### src/rtl/ne16_package.sv
// ============================================================================
// ne16_package : shared types/constants for the NE16 normquant parameter path
// Rev 1.0
// ============================================================================
`default_nettype none

package ne16_package;

  typedef enum logic [1:0] {
    IDLE       = 2'd0,
    LOAD_BIAS  = 2'd1,
    LOAD_SHIFT = 2'd2,
    VALID      = 2'd3
  } ne16_nq_loader_state_t;

  localparam int NE16_NQ_SHIFT_PER_WORD = 4;

endpackage

`default_nettype wire

### src/rtl/ne16_nq_param_regfile.sv
// ============================================================================
// ne16_nq_param_regfile : NADD-lane bias/shift register bank
// Rev 1.0
// ============================================================================
`default_nettype none

module ne16_nq_param_regfile
  import ne16_package::*;
#(
  parameter int NADD = 8,
  parameter int ACC  = 32,
  parameter int IW   = $clog2(NADD + 1)
) (
  input  logic                              clk,
  input  logic                              rst,
  input  logic                              clear,
  input  logic                              bias_we,
  input  logic [IW-1:0]                     bias_idx,
  input  logic [ACC-1:0]                    bias_data,
  input  logic                              shift_we,
  input  logic [IW-1:0]                     shift_word,
  input  logic [31:0]                       shift_data,
  input  logic [NE16_NQ_SHIFT_PER_WORD-1:0] shift_mask,
  input  logic                              bcast_we,
  input  logic [7:0]                        bcast_data,
  input  logic [NADD-1:0]                   bcast_mask,
  output logic [NADD*ACC-1:0]               norm_bias,
  output logic [NADD*8-1:0]                 shift
);

  localparam int SPW = NE16_NQ_SHIFT_PER_WORD;

  logic [NADD-1:0][ACC-1:0] bias_q;
  logic [NADD-1:0][7:0]     shift_q;

  assign norm_bias = bias_q;
  assign shift     = shift_q;

  // Writes in the same cycle as clear win, so a start can zero and broadcast at once.
  always_ff @(posedge clk or posedge rst) begin
    if (rst) begin
      bias_q  <= '0;
      shift_q <= '0;
    end else begin
      if (clear) begin
        bias_q  <= '0;
        shift_q <= '0;
      end
      for (int i = 0; i < NADD; i++) begin
        if (bias_we && (32'(bias_idx) == i))
          bias_q[i] <= bias_data;
        if (shift_we && (32'(shift_word) == i / SPW) && shift_mask[i % SPW])
          shift_q[i] <= shift_data[8*(i % SPW) +: 8];
        if (bcast_we && bcast_mask[i])
          shift_q[i] <= bcast_data;
      end
    end
  end

endmodule

`default_nettype wire

### src/rtl/ne16_normquant_param_loader.sv
// ============================================================================
// ne16_normquant_param_loader : streams bias/shift words into stable per-channel
// normquant parameters. Option macro: NE16_NQ_PERCH_SHIFT_EN. Rev 1.0
// ============================================================================
`default_nettype none

module ne16_normquant_param_loader
  import ne16_package::*;
#(
  parameter int NADD = 8,
  parameter int ACC  = 32
) (
  input  logic                         clk_i,
  input  logic                         rst_i,
  input  logic                         clear_i,
  input  logic                         start_i,
  input  logic [$clog2(NADD+1)-1:0]    nch_i,
  input  logic [7:0]                   shift_common_i,
  input  logic                         stream_valid_i,
  output logic                         stream_ready_o,
  input  logic [31:0]                  stream_data_i,
  output logic [NADD*ACC-1:0]          norm_bias_o,
  output logic [NADD*8-1:0]            shift_o,
  output logic                         params_valid_o,
  input  logic                         params_release_i,
  output logic                         busy_o
);

  localparam int CW  = $clog2(NADD + 1);
  localparam int SPW = NE16_NQ_SHIFT_PER_WORD;

  ne16_nq_loader_state_t state;
  logic [CW-1:0]   cnt;
  logic [CW-1:0]   nch;
  logic [CW-1:0]   nch_start;
  logic            hs;
  logic            start_acc;
  logic [SPW-1:0]  shift_mask;
  logic [NADD-1:0] lane_active;

  assign stream_ready_o = (state == LOAD_BIAS) || (state == LOAD_SHIFT);
  assign hs             = stream_valid_i && stream_ready_o && !clear_i;
  assign start_acc      = start_i && !clear_i &&
                          ((state == IDLE) || ((state == VALID) && params_release_i));
  assign nch_start      = (32'(nch_i) > NADD) ? CW'(NADD) : nch_i;

`ifdef NE16_NQ_PERCH_SHIFT_EN
  logic [CW-1:0] last_shift_word;
  assign last_shift_word = CW'((32'(nch) + SPW - 1) / SPW - 1);
`endif

  // Byte lanes beyond the active channel count are masked off inside a shift word.
  always_comb begin
    shift_mask  = '0;
    lane_active = '0;
    for (int b = 0; b < SPW; b++)
      shift_mask[b] = (32'(cnt) * SPW + b) < 32'(nch);
    for (int i = 0; i < NADD; i++)
      lane_active[i] = i < 32'(nch_start);
  end

  ne16_nq_param_regfile #(
    .NADD (NADD),
    .ACC  (ACC),
    .IW   (CW)
  ) u_regfile (
    .clk        (clk_i),
    .rst        (rst_i),
    .clear      (clear_i || start_acc),
    .bias_we    (hs && (state == LOAD_BIAS)),
    .bias_idx   (cnt),
    .bias_data  (stream_data_i[ACC-1:0]),
`ifdef NE16_NQ_PERCH_SHIFT_EN
    .shift_we   (hs && (state == LOAD_SHIFT)),
    .bcast_we   (1'b0),
`else
    .shift_we   (1'b0),
    .bcast_we   (start_acc),
`endif
    .shift_word (cnt),
    .shift_data (stream_data_i),
    .shift_mask (shift_mask),
    .bcast_data (shift_common_i),
    .bcast_mask (lane_active),
    .norm_bias  (norm_bias_o),
    .shift      (shift_o)
  );

  always_ff @(posedge clk_i or posedge rst_i) begin
    if (rst_i) begin
      state          <= IDLE;
      cnt            <= '0;
      nch            <= '0;
      params_valid_o <= 1'b0;
      busy_o         <= 1'b0;
    end else if (clear_i) begin
      state          <= IDLE;
      cnt            <= '0;
      nch            <= '0;
      params_valid_o <= 1'b0;
      busy_o         <= 1'b0;
    end else if (start_acc) begin
      nch    <= nch_start;
      cnt    <= '0;
      busy_o <= 1'b1;
      if (nch_start == '0) begin
        state          <= VALID;
        params_valid_o <= 1'b1;
      end else begin
        state          <= LOAD_BIAS;
        params_valid_o <= 1'b0;
      end
    end else begin
      case (state)
        LOAD_BIAS: begin
          if (hs) begin
            if (cnt == nch - CW'(1)) begin
              cnt <= '0;
`ifdef NE16_NQ_PERCH_SHIFT_EN
              state <= LOAD_SHIFT;
`else
              state          <= VALID;
              params_valid_o <= 1'b1;
`endif
            end else begin
              cnt <= cnt + CW'(1);
            end
          end
        end
`ifdef NE16_NQ_PERCH_SHIFT_EN
        LOAD_SHIFT: begin
          if (hs) begin
            if (cnt == last_shift_word) begin
              cnt            <= '0;
              state          <= VALID;
              params_valid_o <= 1'b1;
            end else begin
              cnt <= cnt + CW'(1);
            end
          end
        end
`endif
        VALID: begin
          if (params_release_i) begin
            state          <= IDLE;
            params_valid_o <= 1'b0;
            busy_o         <= 1'b0;
          end
        end
        default: ;
      endcase
    end
  end

endmodule

`default_nettype wire

### config.mk
export PLATFORM = sky130hd
export DESIGN_NAME = ne16_normquant_param_loader
export DESIGN_NICKNAME = d
export VERILOG_FILES = /design/src/rtl/ne16_package.sv /design/src/rtl/ne16_nq_param_regfile.sv /design/src/rtl/ne16_normquant_param_loader.sv
export SDC_FILE = /design/constraint.sdc
export NUM_CORES = 1
export LEC_CHECK = 0
export ABC_AREA = 0
export CORE_MARGIN = 4
export CORE_UTILIZATION = 53
export DETAILED_ROUTE_END_ITERATION = 8
export GPL_TIMING_DRIVEN = 0
export HOLD_SLACK_MARGIN = 0.02
export PLACE_DENSITY = 0.95
export SYNTH_ARGS = -nofsm -noshare
export SYNTH_HDL_FRONTEND = slang
export SYNTH_SLANG_ARGS = --single-unit
export TNS_END_PERCENT = 30
### constraint.sdc
create_clock -name clk_i -period 28.1 [get_ports clk_i]
set_input_delay 4.215 -clock clk_i [delete_from_list [all_inputs] [get_ports clk_i]]
set_output_delay 4.215 -clock clk_i [all_outputs]
set_load 0.01 [all_outputs]
# Word-level counts from Yosys, hierarchy flattened
# Cells that the tools add are included.
dict set report classes {
  n_addsub 2
  n_mul 0
  div 0
  n_lt_le_gt_ge 9
  eq_ne 14
  shifts 0
  n_mux 43
  bitwise 0
  reduce_logical 54
}
# op n
set op_table {}
lappend op_table {{2-to-1 mux 256 bit} 1}
lappend op_table {{2-to-1 mux 32 bit} 8}
lappend op_table {{2-to-1 mux 64 bit} 1}
lappend op_table {{2-to-1 mux 8 bit} 8}
lappend op_table {{nonzero test 2 bit} 17}
lappend op_table {{2-to-1 mux 4 bit} 8}
lappend op_table {{logical AND 1 bit} 22}
lappend op_table {{equality test 4 x 3 -> 1 bit, second input constant} 4}
lappend op_table {{less-than comparator 3 x 4 -> 1 bit, first input constant} 4}
lappend op_table {{2-to-1 mux 2 bit} 6}
lappend op_table {{nonzero test 3 bit} 4}
lappend op_table {{2-to-1 mux 1 bit} 9}
lappend op_table {{equality test 4 x 2 -> 1 bit, second input constant} 2}
lappend op_table {{logical NOT 4 bit} 2}
lappend op_table {{less-than comparator 1 x 4 -> 1 bit, first input constant} 2}
lappend op_table {{less-than comparator 2 x 4 -> 1 bit, first input constant} 2}
lappend op_table {{inequality test 4 bit, second input constant} 2}
lappend op_table {{adder 4 x 1 -> 4 bit, second input constant} 1}
lappend op_table {{equality test 2 bit, second input constant} 2}
lappend op_table {{equality test 4 x 1 -> 1 bit, second input constant} 1}
lappend op_table {{equality test 4 bit} 1}
lappend op_table {{greater-than comparator 4 bit, second input constant} 1}
lappend op_table {{inequality test 4 x 3 -> 1 bit, second input constant} 1}
lappend op_table {{one-hot mux 2 bit (2 select lines)} 1}
lappend op_table {{9 further kinds} 12}
dict set report totals {
  regBits 332
  latchBits 0
  ram_bits 0
  romBits 0
  elab_cells 143
  mem_count 0
}

# Depth between registers and ports, before layout
# Gate-level depths: netlist of run 1.
dict set report depth {
  word_depth 8
  ltp_mapped 9
}

# By module
# Synthesis of run 1 repeated with hierarchy kept, for this count alone.
dict set report unflattened {
  hier_cells 1406
  area_unflattened_um2 15859.0
}
# mod n_inst cells_per_inst area_per_inst_um2 seq_area_each_um2
set modules_own_cells {}
lappend modules_own_cells {ne16_nq_param_regfile 1 1297 14949.3 8007.7}
lappend modules_own_cells {ne16_normquant_param_loader 1 109 909.6 275.3}

# Worst setup path after synthesis of run 1
# No wires, ideal clock.
dict set report synth_path {
  kind {in2reg}
  startpoint {input port clear_i}
  endpoint {register u_regfile.bias_q (netlist bit u_regfile.norm_bias[104])}
  setup_time_ps 118
  t_arrival_ps 5269
  t_required_ps 27982
  slack_ps 22713
  path_stages 6
  path_cell_list {and4bb_4 nor3b_4 and2_4 buf_12 buf_8 o21ai_2}
}
dict set report synth_via {
  elab_chain_cells 5
  elab_cells_between_ends 9
  cone_classes {mux: 1; reduce/logical: 8}
}
# element line_no
set synth_lines {}
lappend synth_lines {{start: declaration} ne16_normquant_param_loader.sv:15} ;# input logic clear_i,
lappend synth_lines {{logical NOT 1 bit} {ne16_normquant_param_loader.sv:42, ne16_normquant_param_loader.sv:43}}
lappend synth_lines {{logical AND 1 bit, on equally long branches} {ne16_normquant_param_loader.sv:42, ne16_normquant_param_loader.sv:43}}
lappend synth_lines {{logical AND 1 bit, on equally long branches} {ne16_normquant_param_loader.sv:70, ne16_normquant_param_loader.sv:43}}
lappend synth_lines {{logical AND 1 bit / logical OR 1 bit (equally long branches)} {ne16_nq_param_regfile.sv:50, ne16_normquant_param_loader.sv:69}}
lappend synth_lines {{2-to-1 mux 32 bit / nonzero test 2 bit (equally long branches)} --}
lappend synth_lines {{end signal: indexed assignment} ne16_nq_param_regfile.sv:51} ;# bias_q[i] <= bias_data;
lappend synth_lines {{end: declaration} ne16_nq_param_regfile.sv:33} ;# logic [NADD-1:0][ACC-1:0] bias_q;
# Several ways; a longest one is shown, not always the timed one.
# A chain may end at the register's enable or synchronous reset.

==> flow_metrics.env, run 1 <==
export IMPL_status="completed"
export IMPL_worstPathCellList="inv_1 > ha_1 > clkdlybuf4s50_1"
export IMPL_hpwl_um=35700
export IMPL_cts_inserted_buffers=37
export IMPL_vias=12800
export IMPL_layout_nets=1828
export IMPL_power_density_nw_per_um2=61.9
export IMPL_vias_per_cell=5.88
export IMPL_crit_buf_inv=2
export IMPL_clock_latency_ns=0.52
export IMPL_crit_type="flip-flop to output pin"
export IMPL_initial_core_util_pct=54.2
export IMPL_yosys_register_bits=331
export IMPL_syn2layout_area_growth_pct=35.3
export IMPL_drive_gt1_share_pct=25.0
export IMPL_drc_errors=0
export IMPL_die_height_um=175
export IMPL_crit_fanout=4
export IMPL_skew_ns=0.0193
export IMPL_clockBufferDepth=3
export IMPL_startpoint_type="flip-flop"
export IMPL_syn_nets=1454
export IMPL_synthCells=1395
export IMPL_finalSetupTns_ns=0
export IMPL_grt_ovfl_total=0
export IMPL_synth_area_um2=14700
export IMPL_post_cts_setup_buffer_count=0
export IMPL_die_w_um=175
export IMPL_path_delay_family="buffers and inverters"
export IMPL_mostFrequentLayoutCell="nand2_1"
export IMPL_seq_area_frac_synth_pct=56.4
export IMPL_critPathMaxStageDelay_ns=0.56
export IMPL_hold_violations=0
export IMPL_dieArea_um2=30500
export IMPL_period_minus_slack_ns=6.14
export IMPL_vdd_ir_drop_max_mv=0.0535
export IMPL_drv_cap=0
export IMPL_setup_viol=0
export IMPL_cp_arrival_ns=1.92
export IMPL_whs_ns=0.498
export IMPL_leakage_nw=8.72
export IMPL_fin_util_pct=73.4
export IMPL_finalCritPeriodShare_pct=21.8
export IMPL_fmax_mhz=163
export IMPL_grt_pass1_wl_um=79400
export IMPL_clock_sinks=331
export IMPL_mostFrequentLayoutCells="395 x nand2_1, 332 x clkdlybuf4s50_1, 331 x dfrtp_1"
export IMPL_ys_warnings_count=0
export IMPL_max_slew_worst_pin_slew_ns=0.793
export IMPL_holdBufCountCts=0
export IMPL_post_place_ws_ns=21.66
export IMPL_coreArea_um2=27100
export IMPL_drt_wl_total_um=51600
export IMPL_final_area_um2=19900
export IMPL_firstDrtPassIters=5
export IMPL_synth_area_per_cell_um2=10.5
export IMPL_post_cts_resized=0
export IMPL_detailedRoute_firstIterationViolations=1349
export IMPL_end_kind="output pin"
export IMPL_n_fill_cell=1641
export IMPL_grt_pass1_vias=13400
export IMPL_ant_nets=0
export IMPL_htreeDepth=2
export IMPL_wl_per_cell_um=23.8
export IMPL_antenna_found_initial=0
export IMPL_cts_root_buffer="clkbuf_16"
export IMPL_place_gp_congestion=0.905
export IMPL_num_io_pins=373
export IMPL_grt_max_degree=120
export IMPL_tritoncts="done"
export IMPL_port_buffers=332
export IMPL_path_clk_slew_ns=0.07
export IMPL_required_ns=23.89
export IMPL_relSlewSlack_pct=47.0
export IMPL_yosys_cell_types_count=41
export IMPL_dpl_cell_area_um2=18600
export IMPL_worst_slack_ns=21.96
export IMPL_rows=60
export IMPL_rsz0062_at_grt="false"
export IMPL_antenna_cells=0
export IMPL_hold_path_class="flip-flop to flip-flop"
export IMPL_track_usage_pct=33.3
export IMPL_slowest_stage="clkdlybuf4s50_1"
export IMPL_final_max_slew_violation_count=0
cells in the mapped netlist:
cell type / instances / share of area (%)
nand2_1: 395 / 10
dfrtp_1: 331 / 56
o21ai_2: 128 / 7.6
nand2_2: 122 / 5.2
o21ai_1: 75 / 2.6
a22o_1: 68 / 4.1
o21ai_0: 58 / 2.0
buf_2: 50 / 1.7
buf_4: 31 / 1.6
buf_12: 20 / 2.7
inv_1: 16 / 0.41
clkbuf_1: 10 / 0.26
ha_1: 9 / 0.77
a21oi_1: 8 / 0.27
buf_1: 8 / 0.20
buf_8: 8 / 0.82
nand2_4: 6 / 0.46
nor2_1: 6 / 0.15
a21o_1: 5 / 0.26
a21oi_2: 4 / 0.24
and2_4: 4 / 0.24
nor2_4: 4 / 0.31
xnor2_1: 4 / 0.24
nand3_1: 3 / 0.10
nor3_1: 3 / 0.10
xor2_1: 3 / 0.18
buf_6: 2 / 0.15
a2111oi_0: 1 / 0.060
a211o_1: 1 / 0.060
a211oi_1: 1 / 0.051
a21boi_0: 1 / 0.051
a32o_1: 1 / 0.068
a41o_1: 1 / 0.068
and4bb_4: 1 / 0.11
nand2b_1: 1 / 0.043
nand3_2: 1 / 0.068
nand3_4: 1 / 0.12
nor2_2: 1 / 0.043
nor3b_4: 1 / 0.13
o21a_1: 1 / 0.051
o31ai_1: 1 / 0.051
logic make-up (layout without fill, tap and decap cells):
logic type	Yosys count	in the layout	synth area share, %
adder cells (fa/ha/maj)	9	9	0.766
XOR/XNOR	7	7	0.417
AO/OA/AOI/OAI	354	354	17.4
flip-flops	331	331	56.4
AND/OR/NAND/NOR	549	549	17.2
buffers and inverters	145	548	7.85
registers in the layout, summed over array words and instances (netlist names):
| register | flops |
|---|---|
| u_regfile.shift | 64 |
| nch | 4 |
| state | 1 |
| u_regfile.norm_bias | 256 |
| busy_o | 1 |
| params_valid_o | 1 |
| cnt | 4 |
per-stage QoR:
stage | cells | total power, mW
6_report | 2170 | 1.23
5_1_grt | 2170 | 1.27
4_1_cts | 2170 | 1.23
3_5_place_dp | 2102 | 0.717
3_3_place_gp | 2099 | 0.708
2_1_floorplan | 1395 | 0.626
worst reg2reg max path: cells and delay by family, from the launching register on:
family                     cells  cell delay, ns
and+or+nand+nor                1            0.19
adders and majority gates      1            0.25
buffers and inverters          3            0.95
AOI/OAI and AO/OA              3            0.60
DFF                            1            0.39
final timing paths:
kind,from,end,slack [ns],cells past startpoint
min in group asynchronous,rst_i,u_regfile.shift[49],4.23,3
max,params_valid_o,stream_ready_o,21.96,3
min,u_regfile.shift[55],u_regfile.shift[55],0.50,1
min reg2reg,u_regfile.shift[55],u_regfile.shift[55],0.50,1
max in group asynchronous,rst_i,u_regfile.norm_bias[172],22.93,4
max reg2reg,params_valid_o,u_regfile.norm_bias[16],25.65,8
report_power, final:
group | leakage, nW | total, mW | switching [mW] | internal, mW
logic | 3.48 | 0.200 | 0.125 | 0.0756
clock network | 0.643 | 0.519 | 0.203 | 0.316
registers | 4.60 | 0.512 | 0.0152 | 0.497
total | 8.72 | 1.23 | 0.343 | 0.888
final cells by class:
cell class	instances	area, um^2	share of cell area (%)
sequential	331	8280	41.7
multi-input combinational	919	5260	26.4
timing repair buffer	335	3410	17.1
buffer	129	1090	5.50
clock buffer	50	1070	5.37
tap	372	465	2.34
clock inverter	18	240	1.21
inverter	16	67.6	0.340
routing by layer:
layer / track usage, % / up-vias / wire length [um]
li1: - / 5354 / -
met1: 39.9 / 6298 / 18200
met2: 55.3 / 892 / 24500
met3: 10.3 / 214 / 5840
met4: 15.8 / 0 / 3040
met5: 0 / - / 0
Note: power is estimated with default switching activity, not from simulation.
==> inputs of run 2 (changes only) <==
--- a/config.mk
+++ b/config.mk
@@ -7,11 +7,11 @@
 export LEC_CHECK = 0
 export ABC_AREA = 0
 export CORE_MARGIN = 4
-export CORE_UTILIZATION = 53
+export CORE_UTILIZATION = 45
 export DETAILED_ROUTE_END_ITERATION = 8
 export GPL_TIMING_DRIVEN = 0
 export HOLD_SLACK_MARGIN = 0.02
-export PLACE_DENSITY = 0.95
+export PLACE_DENSITY = 0.87
 export SYNTH_ARGS = -nofsm -noshare
 export SYNTH_HDL_FRONTEND = slang
 export SYNTH_SLANG_ARGS = --single-unit
==> constraint.sdc (replaced) <==
create_clock -name clk_i -period 5.1 [get_ports clk_i]
set_input_delay 0.765 -clock clk_i [delete_from_list [all_inputs] [get_ports clk_i]]
set_output_delay 0.765 -clock clk_i [all_outputs]
set_load 0.01 [all_outputs]
==> run 2 against run 1 <==
Compared with the run above: sequential share of layout area down 0.26 points; register-to-register slack worse by 23 ns; critical path depth unchanged; via count down 5.0%; clock power rose to 5.4 times the previous value; flip-flop and latch count unchanged; critical path type unchanged.
==> flow_metrics.env, run 2 (synthesized netlist as in run 1, its figures left out) <==
export IMPL_status="completed"
export IMPL_largest_reg_flops=256
export IMPL_hold_path_class="flip-flop to flip-flop"
export IMPL_die_height_um=189
export IMPL_syn2layout_area_growth_pct=36.2
export IMPL_slowest_stage="clkdlybuf4s50_1"
export IMPL_whs_ns=0.503
export IMPL_rsz0062_at_grt="false"
export IMPL_place_gp_congestion=0.891
export IMPL_track_usage_pct=27.3
export IMPL_finalCritPeriodShare_pct=52.0
export IMPL_cp_arrival_ns=1.89
export IMPL_path_delay_family="buffers and inverters"
export IMPL_ant_nets=0
export IMPL_clock_sinks=331
export IMPL_initial_core_util_pct=46.1
export IMPL_hpwl_um=35700
export IMPL_htreeDepth=2
export IMPL_startpoint_type="flip-flop"
export IMPL_n_fill_cell=2437
export IMPL_crit_type="flip-flop to output pin"
export IMPL_die_w_um=189
export IMPL_drt_wl_total_um=49000
export IMPL_antenna_cells=0
export IMPL_multiInputGateArea_um2=5260
export IMPL_num_io_pins=373
export IMPL_rows=65
export IMPL_fin_util_pct=62.8
export IMPL_drv_cap=0
export IMPL_max_slew_worst_pin_slew_ns=0.764
export IMPL_finalSetupTns_ns=0
export IMPL_ff2ff_path_depth=8
export IMPL_path_clk_slew_ns=0.06
export IMPL_worst_slack_ns=2.45
export IMPL_dieArea_um2=35600
export IMPL_power_density_nw_per_um2=336
export IMPL_post_place_ws_ns=2.08
export IMPL_port_buffers=332
export IMPL_leakage_nw=8.75
export IMPL_crit_fanout=4
export IMPL_layout_nets=1833
export IMPL_antenna_found_initial=0
export IMPL_grt_max_degree=45
export IMPL_required_ns=4.34
export IMPL_clockBufferDepth=3
export IMPL_grt_ovfl_total=0
export IMPL_end_kind="output pin"
export IMPL_worstPathCellList="inv_1 > ha_1 > clkdlybuf4s50_1"
export IMPL_cts_root_buffer="clkbuf_16"
export IMPL_drc_errors=0
export IMPL_mostFrequentLayoutCell="nand2_1"
export IMPL_holdBufCountCts=0
export IMPL_tritoncts="done"
export IMPL_drive_gt1_share_pct=25.2
export IMPL_post_cts_resized=0
export IMPL_detailedRoute_firstIterationViolations=927
export IMPL_coreArea_um2=31900
export IMPL_grt_pass1_wl_um=76200
export IMPL_post_cts_setup_buffer_count=0
export IMPL_power_total_mw=6.71
export IMPL_clock_latency_ns=0.52
export IMPL_wl_per_cell_um=21.9
export IMPL_min_path_cells=1
export IMPL_worst_path_stages=3
export IMPL_fmax_mhz=377
export IMPL_critPathMaxStageDelay_ns=0.56
export IMPL_vias_per_cell=5.43
export IMPL_hold_violations=0
export IMPL_vias=12100
export IMPL_vdd_ir_drop_max_mv=0.268
export IMPL_cts_inserted_buffers=37
export IMPL_grt_pass1_vias=12800
export IMPL_period_minus_slack_ns=2.65
export IMPL_seqCellArea_um2=8280
export IMPL_skew_ns=0.0232
export IMPL_relSlewSlack_pct=48.9
export IMPL_setup_viol=0
export IMPL_final_max_slew_violation_count=0
export IMPL_firstDrtPassIters=5
export IMPL_crit_buf_inv=2
export IMPL_mostFrequentLayoutCells="395 x nand2_1, 332 x clkdlybuf4s50_1, 331 x dfrtp_1"
-- run 2: changes by cell type in the layout (fill, tap and decap cells not counted) --
cell	previous run	this run
clkbuf_1	16	14
inv_8	3	0
buf_16	3	0
bufinv_16	5	4
buf_12	20	28
clkbuf_8	5	8
-- run 2: report_power, final --
part	leakage [nW]	switching, mW	internal (mW)	total (mW)
registers	4.60	0.0780	2.74	2.82
clock network	0.636	1.08	1.71	2.80
logic	3.51	0.679	0.422	1.10
-- run 2: path summary, 6_finish.rpt --
| check | slack (ns) | end | start |
|---|---|---|---|
| min in group asynchronous | 0.71 | state[0] | rst_i |
| max | 2.45 | stream_ready_o | params_valid_o |
| max reg2reg | 2.69 | u_regfile.norm_bias[67] | state[0] |
| min | 0.50 | u_regfile.shift[55] | u_regfile.shift[55] |
| max in group asynchronous | 3.22 | u_regfile.norm_bias[205] | rst_i |
| min reg2reg | 0.50 | u_regfile.shift[55] | u_regfile.shift[55] |
-- run 2: per-stage QoR --
stage          instances  area [um^2]
2_1_floorplan       1395        14700
3_3_place_gp        2162        18600
3_5_place_dp        2170        18700
4_1_cts             2235        20000
5_1_grt             2235        20000
6_report            2235        20000
-- run 2: cell type report --
type / count / share of cell area (%)
tap: 435 / 2.72
clock inverter: 14 / 0.901
sequential: 331 / 41.4
buffer: 129 / 5.47
clock buffer: 51 / 5.50
inverter: 16 / 0.319
timing repair buffer: 340 / 17.4
multi-input combinational: 919 / 26.3
-- run 2: worst reg2reg max path: cells and delay by family (launching register included) --
family / cells / cell delay, ns
buffers and inverters: 3 / 0.96
AO/OA/AOI/OAI: 3 / 0.57
flip-flops: 1 / 0.43
adder cells (fa/ha/maj): 1 / 0.27
AND/OR/NAND/NOR: 1 / 0.13
-- run 2: per-layer routing --
metal  wire, um  global-route usage [%]  vias to the layer above
li1           -                       -                     5359
met1      19000                    34.4                     6024
met2      23500                    45.4                      610
met3       4610                    7.11                      132
met4       1980                    10.7                        0
met5          0                       0                        -
==> inputs of run 3 (changes only) <==
==> constraint.sdc (replaced) <==
create_clock -name clk_i -period 2.1 [get_ports clk_i]
set_input_delay 0.315 -clock clk_i [delete_from_list [all_inputs] [get_ports clk_i]]
set_output_delay 0.315 -clock clk_i [all_outputs]
set_load 0.01 [all_outputs]
==> run 3 against run 2 <==
Compared with the run above: non-clock buffer count up 21; critical path depth up 6; sequential power up 140%; die area unchanged; via count up 0.44%; clock skew up 0.0010 ns; count of clock-buffer cells in the layout unchanged; final area up 2.3%; largest power group unchanged; final cell count up 0.94%; flip-flop and latch count unchanged.
==> flow_metrics.env, run 3 (synthesized netlist as in run 1, its figures left out) <==
export IMPL_n_fill_cell=2371
export IMPL_power_density_nw_per_um2=807
export IMPL_crit_type="flip-flop to flip-flop"
export IMPL_min_path_cells=3
export IMPL_finalCritPeriodShare_pct=97.6
export IMPL_period_minus_slack_ns=2.05
export IMPL_startpoint_type="flip-flop"
export IMPL_dieArea_um2=35600
export IMPL_antenna_cells=0
export IMPL_hpwl_um=35700
export IMPL_p_sw_mw=4.53
export IMPL_leakage_nw=8.97
export IMPL_rsz0062_at_grt="true"
export IMPL_required_ns=2.54
export IMPL_setup_viol=0
export IMPL_rows=65
export IMPL_mostFrequentLayoutCells="395 x nand2_1, 331 x dfrtp_1, 331 x clkdlybuf4s50_1"
export IMPL_hold_path_class="input pin to flip-flop"
export IMPL_tritoncts="done"
export IMPL_instances_no_fill=2256
export IMPL_seqPwrFrac_pct=41.4
export IMPL_syn2layout_area_growth_pct=39.2
export IMPL_coreArea_um2=31900
export IMPL_htreeDepth=2
export IMPL_drt_wl_total_um=49700
export IMPL_antenna_found_initial=0
export IMPL_max_slew_worst_pin_slew_ns=0.698
export IMPL_switching_share_pct=27.4
export IMPL_clock_sinks=331
export IMPL_largest_reg_flops=256
export IMPL_vdd_ir_drop_max_mv=0.655
export IMPL_firstDrtPassIters=8
export IMPL_grt_ovfl_total=0
export IMPL_fmax_mhz=488
export IMPL_dpl_cell_area_um2=18700
export IMPL_clkPwrFrac_pct=41.1
export IMPL_relSlewSlack_pct=53.3
export IMPL_initial_core_util_pct=46.1
export IMPL_drc_errors=0
export IMPL_power_frac_comb_pct=17.5
export IMPL_port_buffers=332
export IMPL_end_kind="flip-flop"
export IMPL_vias_per_cell=5.40
export IMPL_layout_nets=1854
export IMPL_crit_fanout=10
export IMPL_die_height_um=189
export IMPL_grt_max_degree=45
export IMPL_intPower_mw=12.0
export IMPL_cp_arrival_ns=2.49
export IMPL_drive_gt1_share_pct=27.0
export IMPL_clockBufferDepth=3
export IMPL_cts_root_buffer="clkbuf_16"
export IMPL_vias=12200
export IMPL_skew_ns=0.0242
export IMPL_final_max_slew_violation_count=0
export IMPL_place_gp_congestion=0.891
export IMPL_ff2ff_path_depth=9
export IMPL_track_usage_pct=27.4
export IMPL_clock_latency_ns=0.52
export IMPL_path_clk_slew_ns=0.06
export IMPL_dp_cells=2170
export IMPL_mostFrequentLayoutCell="nand2_1"
export IMPL_num_io_pins=373
export IMPL_grt_pass1_vias=12900
export IMPL_grt_pass1_wl_um=76500
export IMPL_hold_violations=0
export IMPL_ant_nets=0
export IMPL_final_area_um2=20500
export IMPL_drv_cap=0
export IMPL_holdBufCountCts=0
export IMPL_detailedRoute_firstIterationViolations=854
export IMPL_die_w_um=189
export IMPL_status="completed"
export IMPL_cts_inserted_buffers=37
export IMPL_wl_per_cell_um=22.0
run 3: cell count changes in the layout (fill, tap and decap cells not counted), moves of 4 or more:
cell / before / now
buf_12: 28 / 35
buf_2: 50 / 25
buf_4: 31 / 61
clkbuf_1: 14 / 5
clkbuf_16: 39 / 43
clkbuf_2: 0 / 5
clkbuf_4: 0 / 8
nand2_2: 122 / 118
nand2_4: 6 / 10
run 3: path summary, 6_finish.rpt:
| path | endpoint | startpoint | slack (ns) |
|---|---|---|---|
| min in group asynchronous | state[0] | rst_i | 0.26 |
| min reg2reg | u_regfile.shift[55] | u_regfile.shift[55] | 0.50 |
| min | u_regfile.norm_bias[63] | stream_data_i[31] | 0.07 |
| max reg2reg | u_regfile.norm_bias[57] | state[0] | 0.05 |
| max | u_regfile.norm_bias[57] | state[0] | 0.05 |
| max in group asynchronous | u_regfile.norm_bias[205] | rst_i | 0.67 |
run 3: layout make-up:
class / count / area (um^2) / share of cell area (%)
clock buffers: 51 / 1100 / 5.38
multi-input cells: 919 / 5310 / 26.0
inverters: 16 / 63.8 / 0.312
well taps: 435 / 544 / 2.66
clock inverters: 14 / 180 / 0.881
plain buffers: 129 / 1210 / 5.94
flip-flops and latches: 331 / 8280 / 40.5
repair buffers: 361 / 3760 / 18.4
run 3: stage by stage:
stage	setup WS [ns]	hold slack, ns	util [%]	setup TNS (ns)	total power [mW]
after global routing	-0.0493	0.0610	64.2	-1.19	17.1
after detailed placement	-0.472	0.490	58.7	-71.29	9.62
final	0.0497	0.0744	64.2	0	16.5
after global placement	-4.73	0.482	58.2	-1619.85	9.53
after CTS	-0.0505	0.0515	63.3	-0.315	16.5
after floorplan	-2.64	0.378	-	-872.40	8.38
run 3: metal layers:
| metal | global-route usage [%] | vias to the layer above | routed length (um) | share of wire, % |
|---|---|---|---|---|
| met1 | 34.6 | 6040 | 19100 | 38 |
| met5 | 0 | - | 0 | 0 |
| li1 | - | 5401 | - | - |
| met3 | 7.06 | 130 | 4820 | 9.7 |
| met4 | 10.4 | 0 | 2070 | 4.2 |
| met2 | 45.7 | 607 | 23700 | 48 |
run 3: timing repair:
action | in CTS | in global routing
buffers inserted | 8 | 9
endpoints found under the setup margin | 269 | 314
pin swaps | 3 | 7
gates cloned | 0 | 4
resized for setup | 32 | 39
run 3: power by group through the flow:
stage	Clock [mW]	Sequential, mW	Combinational, mW
after detailed placement	0	6.93	2.69
after global placement	0	6.94	2.59
after global routing	7.12	6.87	3.10
after floorplan	0	7.04	1.34
after CTS	6.84	6.83	2.78
final	6.79	6.84	2.89
run 3: worst max-delay path: stages, from the launching register on:
cell and delay, ns:
dfrtp_1 0.43, inv_2 0.07, ha_4 0.28, and4bb_4 0.26
nor3b_4 0.24, and2_4 0.22, buf_12 0.17, buf_12 0.16
nand2_2 0.06, o21ai_2 0.06
